--- src/rtl/systolic_feeder.sv ---
// systolic_feeder
// ---------------------------------------------------------------------------
// Operand scheduler placed directly upstream of systolic_array. It accepts
// FP16 operand-vector jobs, buffers them in a small FIFO and issues each job
// as a one-cycle start pulse. Operands stay stable while the job runs. It
// collects the per-unit results and returns them in order. No arithmetic is
// done here: the block only sequences, buffers, tracks completion and times
// out a stalled array.
//
// Handshake semantics (both streams): a transfer happens on a rising clk edge
// where valid and ready are both 1. Once asserted, valid and its payload are
// held until that transfer. ready may change at any time and never depends
// combinationally on valid.
//
// Ports
//   clk, reset        : rising-edge clock, asynchronous active-low reset
//   in_valid/in_ready : job input stream; in_a/in_b operands, in_mask units
//   sa_start          : one-cycle start pulse to the array
//   sa_active_units   : active unit mask to the array
//   sa_a/sa_b         : held operands to the array
//   sa_result/sa_ready: per-unit results and result-valid flags from the array
//   out_valid/out_ready: result output stream; out_result, out_mask, out_err
//   fifo_count        : number of buffered (not yet popped) jobs
//   busy              : job in flight or jobs buffered
//   dbg_state         : current FSM state (IDLE=0 ISSUE=1 WAIT=2 DONE=3)
// ---------------------------------------------------------------------------
module systolic_feeder #(
  parameter int WIDTH          = 16,
  parameter int NUM_UNITS      = 3,
  parameter int FIFO_DEPTH     = 4,
  parameter int TIMEOUT_CYCLES = 255
) (
  input  logic                                clk,
  input  logic                                reset,
  input  logic                                in_valid,
  output logic                                in_ready,
  input  logic [NUM_UNITS-1:0][WIDTH-1:0]     in_a,
  input  logic [NUM_UNITS-1:0][WIDTH-1:0]     in_b,
  input  logic [NUM_UNITS-1:0]                in_mask,
  output logic                                sa_start,
  output logic [NUM_UNITS-1:0]                sa_active_units,
  output logic [NUM_UNITS-1:0][WIDTH-1:0]     sa_a,
  output logic [NUM_UNITS-1:0][WIDTH-1:0]     sa_b,
  input  logic [NUM_UNITS-1:0][WIDTH-1:0]     sa_result,
  input  logic [NUM_UNITS-1:0]                sa_ready,
  output logic                                out_valid,
  input  logic                                out_ready,
  output logic [NUM_UNITS-1:0][WIDTH-1:0]     out_result,
  output logic [NUM_UNITS-1:0]                out_mask,
  output logic                                out_err,
  output logic [$clog2(FIFO_DEPTH):0]         fifo_count,
  output logic                                busy,
  output logic [1:0]                          dbg_state
);

  localparam int PW = $clog2(FIFO_DEPTH);
  localparam int CW = PW + 1;
  // The timer only has to count up to TIMEOUT_CYCLES-1.
  localparam int TW = (TIMEOUT_CYCLES > 1) ? $clog2(TIMEOUT_CYCLES) : 1;

  typedef enum logic [1:0] {
    S_IDLE  = 2'd0,
    S_ISSUE = 2'd1,
    S_WAIT  = 2'd2,
    S_DONE  = 2'd3
  } state_t;

  state_t state;

  // Job FIFO storage
  logic [NUM_UNITS-1:0][WIDTH-1:0] fifo_a [FIFO_DEPTH];
  logic [NUM_UNITS-1:0][WIDTH-1:0] fifo_b [FIFO_DEPTH];
  logic [NUM_UNITS-1:0]            fifo_m [FIFO_DEPTH];
  logic [PW-1:0]                   wr_ptr;
  logic [PW-1:0]                   rd_ptr;
  logic [CW-1:0]                   count_next;
  logic                            push;
  logic                            pop;

  // Job registers
  logic [NUM_UNITS-1:0][WIDTH-1:0] a_q;
  logic [NUM_UNITS-1:0][WIDTH-1:0] b_q;
  logic [NUM_UNITS-1:0]            mask_q;
  logic [NUM_UNITS-1:0][WIDTH-1:0] res_q;
  logic [NUM_UNITS-1:0]            done_q;
  logic [NUM_UNITS-1:0]            prev_ready;
  logic [TW-1:0]                   timer;

  // in_ready is a register, so a full FIFO never accepts a job even when the
  // FSM pops in the same cycle.
  assign push = in_valid && in_ready;
  assign pop  = (state == S_IDLE) && (fifo_count != '0);

  always_comb begin
    count_next = fifo_count + CW'(push) - CW'(pop);
  end

  always_ff @(posedge clk or negedge reset) begin
    if (!reset) begin
      wr_ptr     <= '0;
      rd_ptr     <= '0;
      fifo_count <= '0;
      in_ready   <= 1'b1;
      for (int i = 0; i < FIFO_DEPTH; i++) begin
        fifo_a[i] <= '0;
        fifo_b[i] <= '0;
        fifo_m[i] <= '0;
      end
    end else begin
      if (push) begin
        fifo_a[wr_ptr] <= in_a;
        fifo_b[wr_ptr] <= in_b;
        fifo_m[wr_ptr] <= in_mask;
        wr_ptr         <= wr_ptr + PW'(1);
      end
      if (pop) begin
        rd_ptr <= rd_ptr + PW'(1);
      end
      fifo_count <= count_next;
      in_ready   <= (count_next < CW'(FIFO_DEPTH));
    end
  end

  // Sequencing FSM. Completion is edge-based on sa_ready so that a ready level
  // left over from the previous job can never be mistaken for a new result.
  always_ff @(posedge clk or negedge reset) begin
    if (!reset) begin
      state      <= S_IDLE;
      a_q        <= '0;
      b_q        <= '0;
      mask_q     <= '0;
      res_q      <= '0;
      done_q     <= '0;
      prev_ready <= '0;
      timer      <= '0;
      sa_start   <= 1'b0;
      out_valid  <= 1'b0;
      out_err    <= 1'b0;
    end else begin
      prev_ready <= sa_ready;
      sa_start   <= 1'b0;
      case (state)
        S_IDLE: begin
          if (pop) begin
            a_q     <= fifo_a[rd_ptr];
            b_q     <= fifo_b[rd_ptr];
            mask_q  <= fifo_m[rd_ptr];
            res_q   <= '0;
            done_q  <= '0;
            out_err <= 1'b0;
            if (fifo_m[rd_ptr] != '0) begin
              state    <= S_ISSUE;
              sa_start <= 1'b1;
            end else begin
              // Empty job: nothing to run, report zero results.
              state <= S_DONE;
            end
          end
        end
        S_ISSUE: begin
          done_q <= '0;
          res_q  <= '0;
          timer  <= '0;
          state  <= S_WAIT;
        end
        S_WAIT: begin
          for (int i = 0; i < NUM_UNITS; i++) begin
            if (mask_q[i] && sa_ready[i] && !prev_ready[i] && !done_q[i]) begin
              done_q[i] <= 1'b1;
              res_q[i]  <= sa_result[i];
            end
          end
          if ((done_q & mask_q) == mask_q) begin
            state     <= S_DONE;
            out_valid <= 1'b1;
          end else if (timer == TW'(TIMEOUT_CYCLES - 1)) begin
            // Abort: keep whatever was captured, the rest stays zero.
            state     <= S_DONE;
            out_valid <= 1'b1;
            out_err   <= 1'b1;
          end else begin
            timer <= timer + TW'(1);
          end
        end
        S_DONE: begin
          out_valid <= 1'b1;
          if (out_valid && out_ready) begin
            out_valid <= 1'b0;
            state     <= S_IDLE;
          end
        end
        default: state <= S_IDLE;
      endcase
    end
  end

  assign sa_active_units = mask_q;
  assign sa_a            = a_q;
  assign sa_b            = b_q;
  assign out_result      = res_q;
  assign out_mask        = mask_q;
  assign busy            = (state != S_IDLE) || (fifo_count != '0);
  assign dbg_state       = state;

endmodule
--- config.mk ---
export PLATFORM = sky130hd
export DESIGN_NAME = systolic_feeder
export DESIGN_NICKNAME = d
export VERILOG_FILES = /design/src/rtl/systolic_feeder.sv
export SDC_FILE = /design/constraint.sdc
export NUM_CORES = 1
export LEC_CHECK = 0
export CAP_MARGIN = 0
export CELL_PAD_IN_SITES_DETAIL_PLACEMENT = 0
export CELL_PAD_IN_SITES_GLOBAL_PLACEMENT = 1
export CORE_ASPECT_RATIO = 1.25
export CORE_MARGIN = 4
export CORE_UTILIZATION = 35
export DETAILED_ROUTE_END_ITERATION = 12
export PLACE_DENSITY = 0.64
export SLEW_MARGIN = 10
export SYNTH_ARGS = -nofsm -noshare
export SYNTH_HDL_FRONTEND = slang
export SYNTH_SLANG_ARGS = --single-unit
--- constraint.sdc ---
create_clock -name clk -period 5.4 [get_ports clk]
set_input_delay 0.81 -clock clk [delete_from_list [all_inputs] [get_ports clk]]
set_output_delay 0.81 -clock clk [all_outputs]
set_load 0.1 [all_outputs]
Yosys cells after proc, flatten, opt, wreduce, memory -nomap -nowiden --
Cells that the tools add are included.
Word-level totals: output and inout bits 160, logic and storage cells 158, flip-flop bits (word level) 570, bits of input ports 154
Operators by class: eq/ne operators 14, reductions and logical operators 36, $lt $le $gt $ge 4, bitwise operators 3, mux-type cells 45, $add $sub $neg 5
Operators with widths (number):
- 192-bit bitwise mux | 2
- 48-bit two-way mux | 6
- 48-bit binary-select mux with 2-bit select | 2
- 48-bit case mux with 3 select lines | 1
- 48-bit demux with 2-bit select | 1
- 16-bit two-way mux | 3
- 8-bit two-way mux | 2
- 2-bit inequality test, second input constant | 8
- 8-bit case mux with 2 select lines | 1
- 3-bit AND reduction | 5
- 1-bit logical AND | 13
- 12-bit bitwise mux | 1
- 3-bit two-way mux | 4
- 1-bit two-way mux | 11
- 2-bit two-way mux | 5
- 3-bit case mux with 3 select lines | 1
- 3-bit nonzero test | 3
- 8-bit by 1-bit adder with 8-bit output, second input constant | 1
- 8-bit == test, second input constant | 1
- 2-bit case mux with 4 select lines | 1
- 2-bit nonzero test | 4
- 3-bit binary-select mux with 2-bit select | 1
- 3-bit demux with 2-bit select | 1
- 3-bit >= comparator, second input constant | 2
- other kinds (17) | 27

Depth between registers and ports, before layout --
Gate-level depths: netlist of the first run.
word-level depth 8, depth in mapped cells 10, gate-level depth less buffers 9

Least setup slack after synthesis of the first run --
OpenSTA, ideal clock, no wires.
path kind register to output, from register state[0], in the netlist dbg_state[0], to output port busy, data arrival time 2056 ps, cell stages (with the launch flop) 5, path buffers 0, required time 4590 ps, setup slack 2534 ps, path through dfrtp_1 inv_1 ha_1 nor4b_2 inv_2
On the way: longest elaborated chain between the ends 2
RTL lines:
- start: declaration | RTL line 68 | state_t state;
- start signal: assignment | RTL line 128 | state <= S_IDLE;
- start signal: assignment | RTL line 152 | state <= S_ISSUE;
- start signal: assignment | RTL line 156 | state <= S_DONE;
- 2-bit nonzero test | RTL line 202 | assign busy = (state != S_IDLE) || (fifo_count != '0);
- 1-bit logical OR | RTL line 202
- end: declaration | RTL line 52 | output logic busy,
Every way passes these cells.

Worst setup path in the final report of the first run --
Same ends and word-level chain as after synthesis.

==> results of run 1 <==
final cells by class:
type | count | share of cell area (%)
Sequential cell | 570 | 47.7
Multi-Input combinational cell | 1037 | 30.9
Timing Repair Buffer | 336 | 11.4
Clock buffer | 90 | 5.89
Tap cell | 872 | 3.64
Clock inverter | 12 | 0.343
Inverter | 13 | 0.163
Antenna cell | 7 | 0.0585
cells in the final DEF, fill, tap and decap left out, drive strengths merged, types with 3 or more instances in the layout:
| cell type | Yosys | routed |
|---|---|---|
| nor2b | 3 | 3 |
| diode | 0 | 7 |
| buf | 86 | 24 |
| clkdlybuf4s50 | 0 | 312 |
| mux4 | 99 | 99 |
| nor4bb | 3 | 3 |
| clkbuf | 18 | 90 |
| inv | 13 | 14 |
| o21ai | 56 | 56 |
| nor2 | 3 | 3 |
| dfrtp | 569 | 569 |
| o221ai | 4 | 4 |
| xnor2 | 5 | 5 |
| a21oi | 3 | 3 |
| mux2i | 6 | 6 |
| clkinv | 0 | 9 |
| nand2 | 411 | 411 |
| ha | 11 | 11 |
| o211ai | 3 | 3 |
| nand3 | 10 | 10 |
| nor3 | 3 | 3 |
| mux2 | 397 | 397 |
logic make-up (layout without fill, tap and decap cells):
logic type                 count (synthesis)  in the layout
other                                      0              7
buffers and inverters                    117            451
xor gates and xnor gates                   5              5
adders and majority gates                 12             12
and+or+nand+nor                          445            445
AOI/OAI and AO/OA                         73             73
muxes                                    502            502
DFF                                      570            570
stage by stage:
step	util (%)	total power, W	instance area (µm²)	hold slack (ns)	setup slack, ns
after floorplan	-	0.0151	24000	0.472	2.53
after global placement	41.2	0.0176	28000	0.461	1.90
after detailed placement	41.2	0.0179	28000	0.462	1.86
after CTS	44.0	0.0219	29900	0.275	1.49
after global routing	44.0	0.0228	29900	0.292	1.36
final	44.0	0.0215	29900	0.216	1.51
sequential cells by signal, indices dropped and copies added, names as in the netlist, 3 cells and up:
register    flops
fifo_b        192
fifo_count      3
fifo_a        192
fifo_m         12
sa_b           48
done_q          3
out_mask        3
sa_a           48
prev_ready      3
timer           8
out_result     48
where the power goes:
group          total [W]  leakage, nW  internal [W]  switching (W)
clock            0.00392        0.922       0.00228        0.00164
combinational     0.0102         5.08       0.00392        0.00623
sequential       0.00748         6.98       0.00630        0.00118
synth_stat cells, types with 2 or more instances:
master     number  area share, %
xnor2_1         5           0.18
o21ai_0        42           0.88
nand3_1         6           0.13
o21ai_1        14           0.29
o221ai_1        4           0.15
a21oi_1         3          0.063
dfrtp_1       569             59
mux2i_1         6           0.25
nand3_2         4           0.17
mux4_2         99            9.3
clkbuf_1       17           0.27
and3_1          2          0.052
o211ai_2        3           0.16
nor3_1          2          0.042
nand2_1       411            6.4
nand2b_1        2          0.052
nor4bb_1        3           0.13
nor2b_1         3          0.078
a2bb2oi_1       2          0.073
mux2_2        397             19
nor2_1          3          0.047
o31a_1          2          0.073
buf_4           5           0.16
buf_2          74            1.5
inv_1          12           0.19
or4_1           2          0.063
buf_1           7           0.11
ha_1           11           0.57
or3_1           2          0.052
routing by layer:
| layer | up-vias | GRT usage, % | part of all wire [%] |
|---|---|---|---|
| li1 | 6624 | - | - |
| met1 | 7595 | 22.3 | 44 |
| met2 | 259 | 29.1 | 51 |
| met3 | 74 | 2.75 | 3.4 |
| met4 | 2 | 4.22 | 1.7 |
| met5 | - | 0 | 0.033 |
path summary, 6_finish.rpt:
path / startpoint / to / slack, ns / cells past startpoint
worst max-delay path: dbg_state[0] / busy / 1.51 / 5
worst min-delay path: reset / sa_b[28] / 0.22 / 1
worst max register to register: dbg_state[0] / fifo_count[1] / 2.61 / 7
worst min register to register: sa_b[2] / sa_b[2] / 0.47 / 2
max in group asynchronous: reset / fifo_a[27] / 3.78 / 2
min in group clk: sa_b[2] / sa_b[2] / 0.47 / 2
==> impl_results.md, run 1 <==
- Asr flop ratio synth: 100%
- Placed cell count: 2828
- Post-synth EDFFs: 0
- Delay-heaviest family, CP: buffers and inverters
- Yosys cell types: 41
- Tot GR Track Use: 16.8%
- CP Cell Sequence: inv_1, ha_1, nor4b_2, inv_2, clkdlybuf4s50_1
- Die Y: 301 µm
- Vias in the first global route: 16000
- Grt ovf: 0
- Clk_lat worst skew: 0.62 ns
- Simple-gate share of the synthesized area: 7.44%
- Largest family of logic cells by synthesized area: multiplexers
- Drt drc: 0
- DRT Wirelength: 61.3 mm
- Cell Pwr Density: 720 nW/µm²
- Multiplexer area fraction after synthesis: 28.2%
- Post-Syn Nets: 1890
- Setup violators final: 0
- DR iter-0 viols: 712
- RSZ-0062 raised after global routing: no
- Post-CTS sizing: 0
- Nature of the critical path endpoint: output pin
- Post-Synth Adder-Cell Area: 0.657%
- Clock buffer count from CTS: 59
- Skew final: 0.0248 ns
- CTS tree: done
- Pleak: 13.0 nW
- CTS HTree Levels: 2
- WL/cell: 20.9 µm
- Area of the multi-input gates: 9240 µm²
- Pre-antenna DRT Iters: 5
- Seq. cell area: 14300 µm²
- Slowest Stage Delay on Critical Path: 1.03 ns
- Peak VDD IR: 457 µV
- CP bufs+invs: 3
- IO Count: 314
- Pins Over Slew Limit: 0
- Avg Inst Size Synth: 13.9 µm²
- Max Fclk: 257 MHz
- Fillers: 6217
- Register area share after synthesis: 59.5%
- Relative slew margins: 21.6%
- Hold Fails Final Rpt: 0
- Primary FF master, synth: dfrtp_1
- Warnings, synthesis: 0
- Vias per cell: 4.96
- Final TNS setup: 0 ns
- Final ANT Viol Nets: 0
- Die area: 72800 µm²
- Pin slew with the least headroom to its limit: 1.18 ns
- Worst Path Arrival: 3.08 ns
- Clock buffer depth: 3
- Slowest-stage cell, CP: clkdlybuf4s50_1
- Xor and xnor fraction of the mapped netlist area: 0.183%
- Vias: 14600
- Die Wd: 242 µm
- Sink Count: 570
- Ratio of final minimum period to clock period: 72.0%
- Critical Path Start Type: flop
- Setup bufs post-CTS: 0
- Clock transition at path regs: 0.06 ns
- Largest net degree at the start of global routing: 136
- First-pass GRT wire length: 96.7 mm
- Post-synthesis compound-gate area fraction: 1.80%
- Rows: 107
- Share of cells above drive strength 1: 30.3%
- Final std cells w/o fill: 2937
- Initial antenna violation count: 6
- Max cap viols: 0
- Nets: 2183
- Core area: 68000 µm²
- Cell Area, Synth: 24000 µm²
- Data required, critical path: 4.59 ns
- Buffers added on ports: 313
- CTS Hold Bufs: 0
- Initial Util: 35.3%
- HPWL after DPL: 39.3 mm
- Hold/Removal Path Class: input pin to asynchronous set/reset pin
- #FFs+latches synth: 570
- Outcome: finished clean
- Post-Syn Instances: 1724
- GP Congestion: 0.755
- Layout area overhead: 24.8%
- Min cycle time layout: 3.89 ns
- Root Driver: clkbuf_16
- CP max FO: 7
- CP Class: flop to output pin
Note: power is estimated with default switching activity, not from simulation.
==> run 2, diff against run 1 <==
==> constraint.sdc (replaced) <==
create_clock -name clk -period 3.77 [get_ports clk]
set_input_delay 0.5655 -clock clk [delete_from_list [all_inputs] [get_ports clk]]
set_output_delay 0.5655 -clock clk [all_outputs]
set_load 0.1 [all_outputs]
==> run 2 against run 1 <==
  * Die area unchanged
  * Global-route usage up 0.19 points
  * Register-to-register slack worse by 1.5 ns
  * Worst hold slack worse by 0.16 ns
  * Sequential cell count unchanged
==> impl_results.md, run 2 (synthesized netlist as in run 1, its figures left out) <==
- Outcome: finished clean (unchanged)
- CP max FO: 7 (unchanged)
- Buffers added on ports: 313 (unchanged)
- Die Y: 301 µm (unchanged)
- Layout area overhead: 26.6% (was 24.8%)
- Min cycle time layout: 3.13 ns
- Root Driver: clkbuf_16 (unchanged)
- Sw power: 0.0131 W (was 0.00905 W)
- Data required, critical path: 3.20 ns (was 4.59 ns)
- Met3 Use GR: 3.05% (was 2.75%)
- Nets: 2197 (was 2183)
- Grt met1 use: 22.2% (was 22.3%)
- Skew final: 0.0160 ns (was 0.0248 ns)
- HPWL after DPL: 38.3 mm (was 39.3 mm)
- DR iter-0 viols: 663 (was 712)
- DRT Wirelength: 61.6 mm (was 61.3 mm)
- Clock transition at path regs: 0.06 ns (about the same)
- RSZ-0062 raised after global routing: no (unchanged)
- GP Congestion: 0.742 (was 0.755)
- Top Registers: fifo_a (192), fifo_b (192) (unchanged)
- Busiest grt layer: met2 (unchanged)
- Pin slew with the least headroom to its limit: 1.10 ns (was 1.18 ns)
- Clk_lat worst skew: 0.60 ns (was 0.62 ns)
- Share of cells above drive strength 1: 31.5% (was 30.3%)
- Final TNS setup: 0 ns (unchanged)
- Clock Power Share: 19.7% (was 18.2%)
- Setup bufs post-CTS: 0 (unchanged)
- CTS tree: done (unchanged)
- Rows: 107 (unchanged)
- Hold/Removal Path Class: input pin to asynchronous set/reset pin (unchanged)
- Largest net degree at the start of global routing: 101 (was 136)
- Vias: 14800 (was 14600)
- Relative slew margins: 26.6% (was 21.6%)
- WL/cell: 20.8 µm (was 20.9 µm)
- Pre-antenna DRT Iters: 4 (was 5)
- Ratio of final minimum period to clock period: 83.1%
- Vias per cell: 5.00 (was 4.96)
- Die Wd: 242 µm (unchanged)
- Initial Util: 35.3% (unchanged)
- Internal power: 0.0185 W (was 0.0125 W)
- Post-CTS sizing: 0 (unchanged)
- Beginning of the critical path: dbg_state[1] (was dbg_state[0])
- CTS HTree Levels: 2 (unchanged)
- GRT met2 Usage: 29.3% (was 29.1%)
- Pleak: 13.2 nW (was 13.0 nW)
- Die area: 72800 µm² (unchanged)
- Vias in the first global route: 16300 (was 16000)
- First-pass GRT wire length: 98.0 mm (was 96.7 mm)
- Clock buffer depth: 3 (unchanged)
- Initial antenna violation count: 9 (was 6)
- Critical Path Start Type: flop (unchanged)
- Max cap viols: 0 (unchanged)
- Sink Count: 570 (unchanged)
- Combinational fraction of design power: 46.2% (was 47.1%)
- Peak VDD IR: 600 µV (was 457 µV)
- IO Count: 314 (unchanged)
- Core area: 68000 µm² (unchanged)
- Final ANT Viol Nets: 0 (unchanged)
- Nature of the critical path endpoint: output pin (unchanged)
- Commonest non-fill, non-tap cell in the layout: dfrtp_1 (unchanged)
- Worst Path Arrival: 2.57 ns (was 3.08 ns)
- Reg-to-Reg Start: dbg_state[1] (was dbg_state[0])
- CP Class: flop to output pin (unchanged)
- Grt ovf: 0 (unchanged)
- Hold Fails Final Rpt: 0 (unchanged)
- Sequential share of power: 34.1% (was 34.7%)
- Max Fclk: 319 MHz
- PnR Total Power: 0.0315 W (was 0.0215 W)
- Cell Pwr Density: 1040 nW/µm² (was 720 nW/µm²)
- Switching Share: 41.4% (was 42.0%)
- Pins Over Slew Limit: 0 (unchanged)
- CTS Hold Bufs: 0 (unchanged)
- Commonest non-fill, non-tap cells in the layout: dfrtp_1, nand2_1, mux2_2 (unchanged)
- Drt drc: 0 (unchanged)
- Tot GR Track Use: 17.0% (was 16.8%)
- Setup violators final: 0 (unchanged)
- Clock buffer count from CTS: 58 (was 59)
-- run 2: cell types whose count changed in the layout (fill, tap and decap cells not counted), sizes merged --
cell | previous run | this run
clkbuf | 90 | 81
bufinv | 1 | 9
clkdlybuf4s50 | 312 | 310
clkinv | 9 | 17
buf | 24 | 41
-- run 2: metrics by stage --
step	area (µm²)	setup WS, ns	util (%)	instances	hold slack, ns
final	30400	0.638	44.7	2959	0.0550
after global routing	30400	0.449	44.6	2955	0.0933
after CTS	30300	0.570	44.6	2952	0.0679
after detailed placement	28200	0.961	41.5	2843	0.461
after global placement	28200	0.969	41.5	2843	0.458
after floorplan	24000	0.923	-	1724	0.270
-- run 2: path summary, 6_finish.rpt --
check	to	slack (ns)	cells after the start
max	busy	0.64	5
min	fifo_b[74]	0.06	1
max reg2reg	sa_b[38]	1.09	7
min reg2reg	sa_a[30]	0.47	2
max in group asynchronous	fifo_b[172]	2.64	3
min in group clk	prev_ready[0]	0.44	1
-- run 2: cell type report --
| type | count | area (µm²) |
|---|---|---|
| sequential | 570 | 14300 |
| clock inverter | 28 | 375 |
| clock buffer | 81 | 1710 |
| timing repair buffer | 351 | 3610 |
| fill | 6212 | 37600 |
| tap | 872 | 1090 |
| antenna | 7 | 17.5 |
| inverter | 13 | 48.8 |
| multi-input combinational | 1037 | 9250 |
-- run 2: routing by layer --
metal | wire length, µm | part of all wire (%) | up-vias
met1 | 27200 | 44 | 7753
li1 | - | - | 6672
met2 | 30600 | 50 | 257
met3 | 2170 | 3.5 | 97
met4 | 1640 | 2.7 | 2
met5 | 20 | 0.032 | -
-- run 2: power groups by stage --
| stage | Sequential [W] | Combinational, W | Clock, W |
|---|---|---|---|
| global route | 0.0111 | 0.0156 | 0.00666 |
| floorplan | 0.0146 | 0.00707 | 0 |
| detailed placement | 0.0109 | 0.0147 | 0 |
| global placement | 0.0107 | 0.0145 | 0 |
| finish | 0.0107 | 0.0146 | 0.00621 |
| CTS | 0.0108 | 0.0148 | 0.00644 |
-- run 2: worst max-delay path, cell delays in order, from the launching register on --
cell and delay (ns):
dfrtp_1 0.43, inv_1 0.13, ha_1 0.38, nor4b_2 0.53
inv_2 0.19, buf_4 0.29
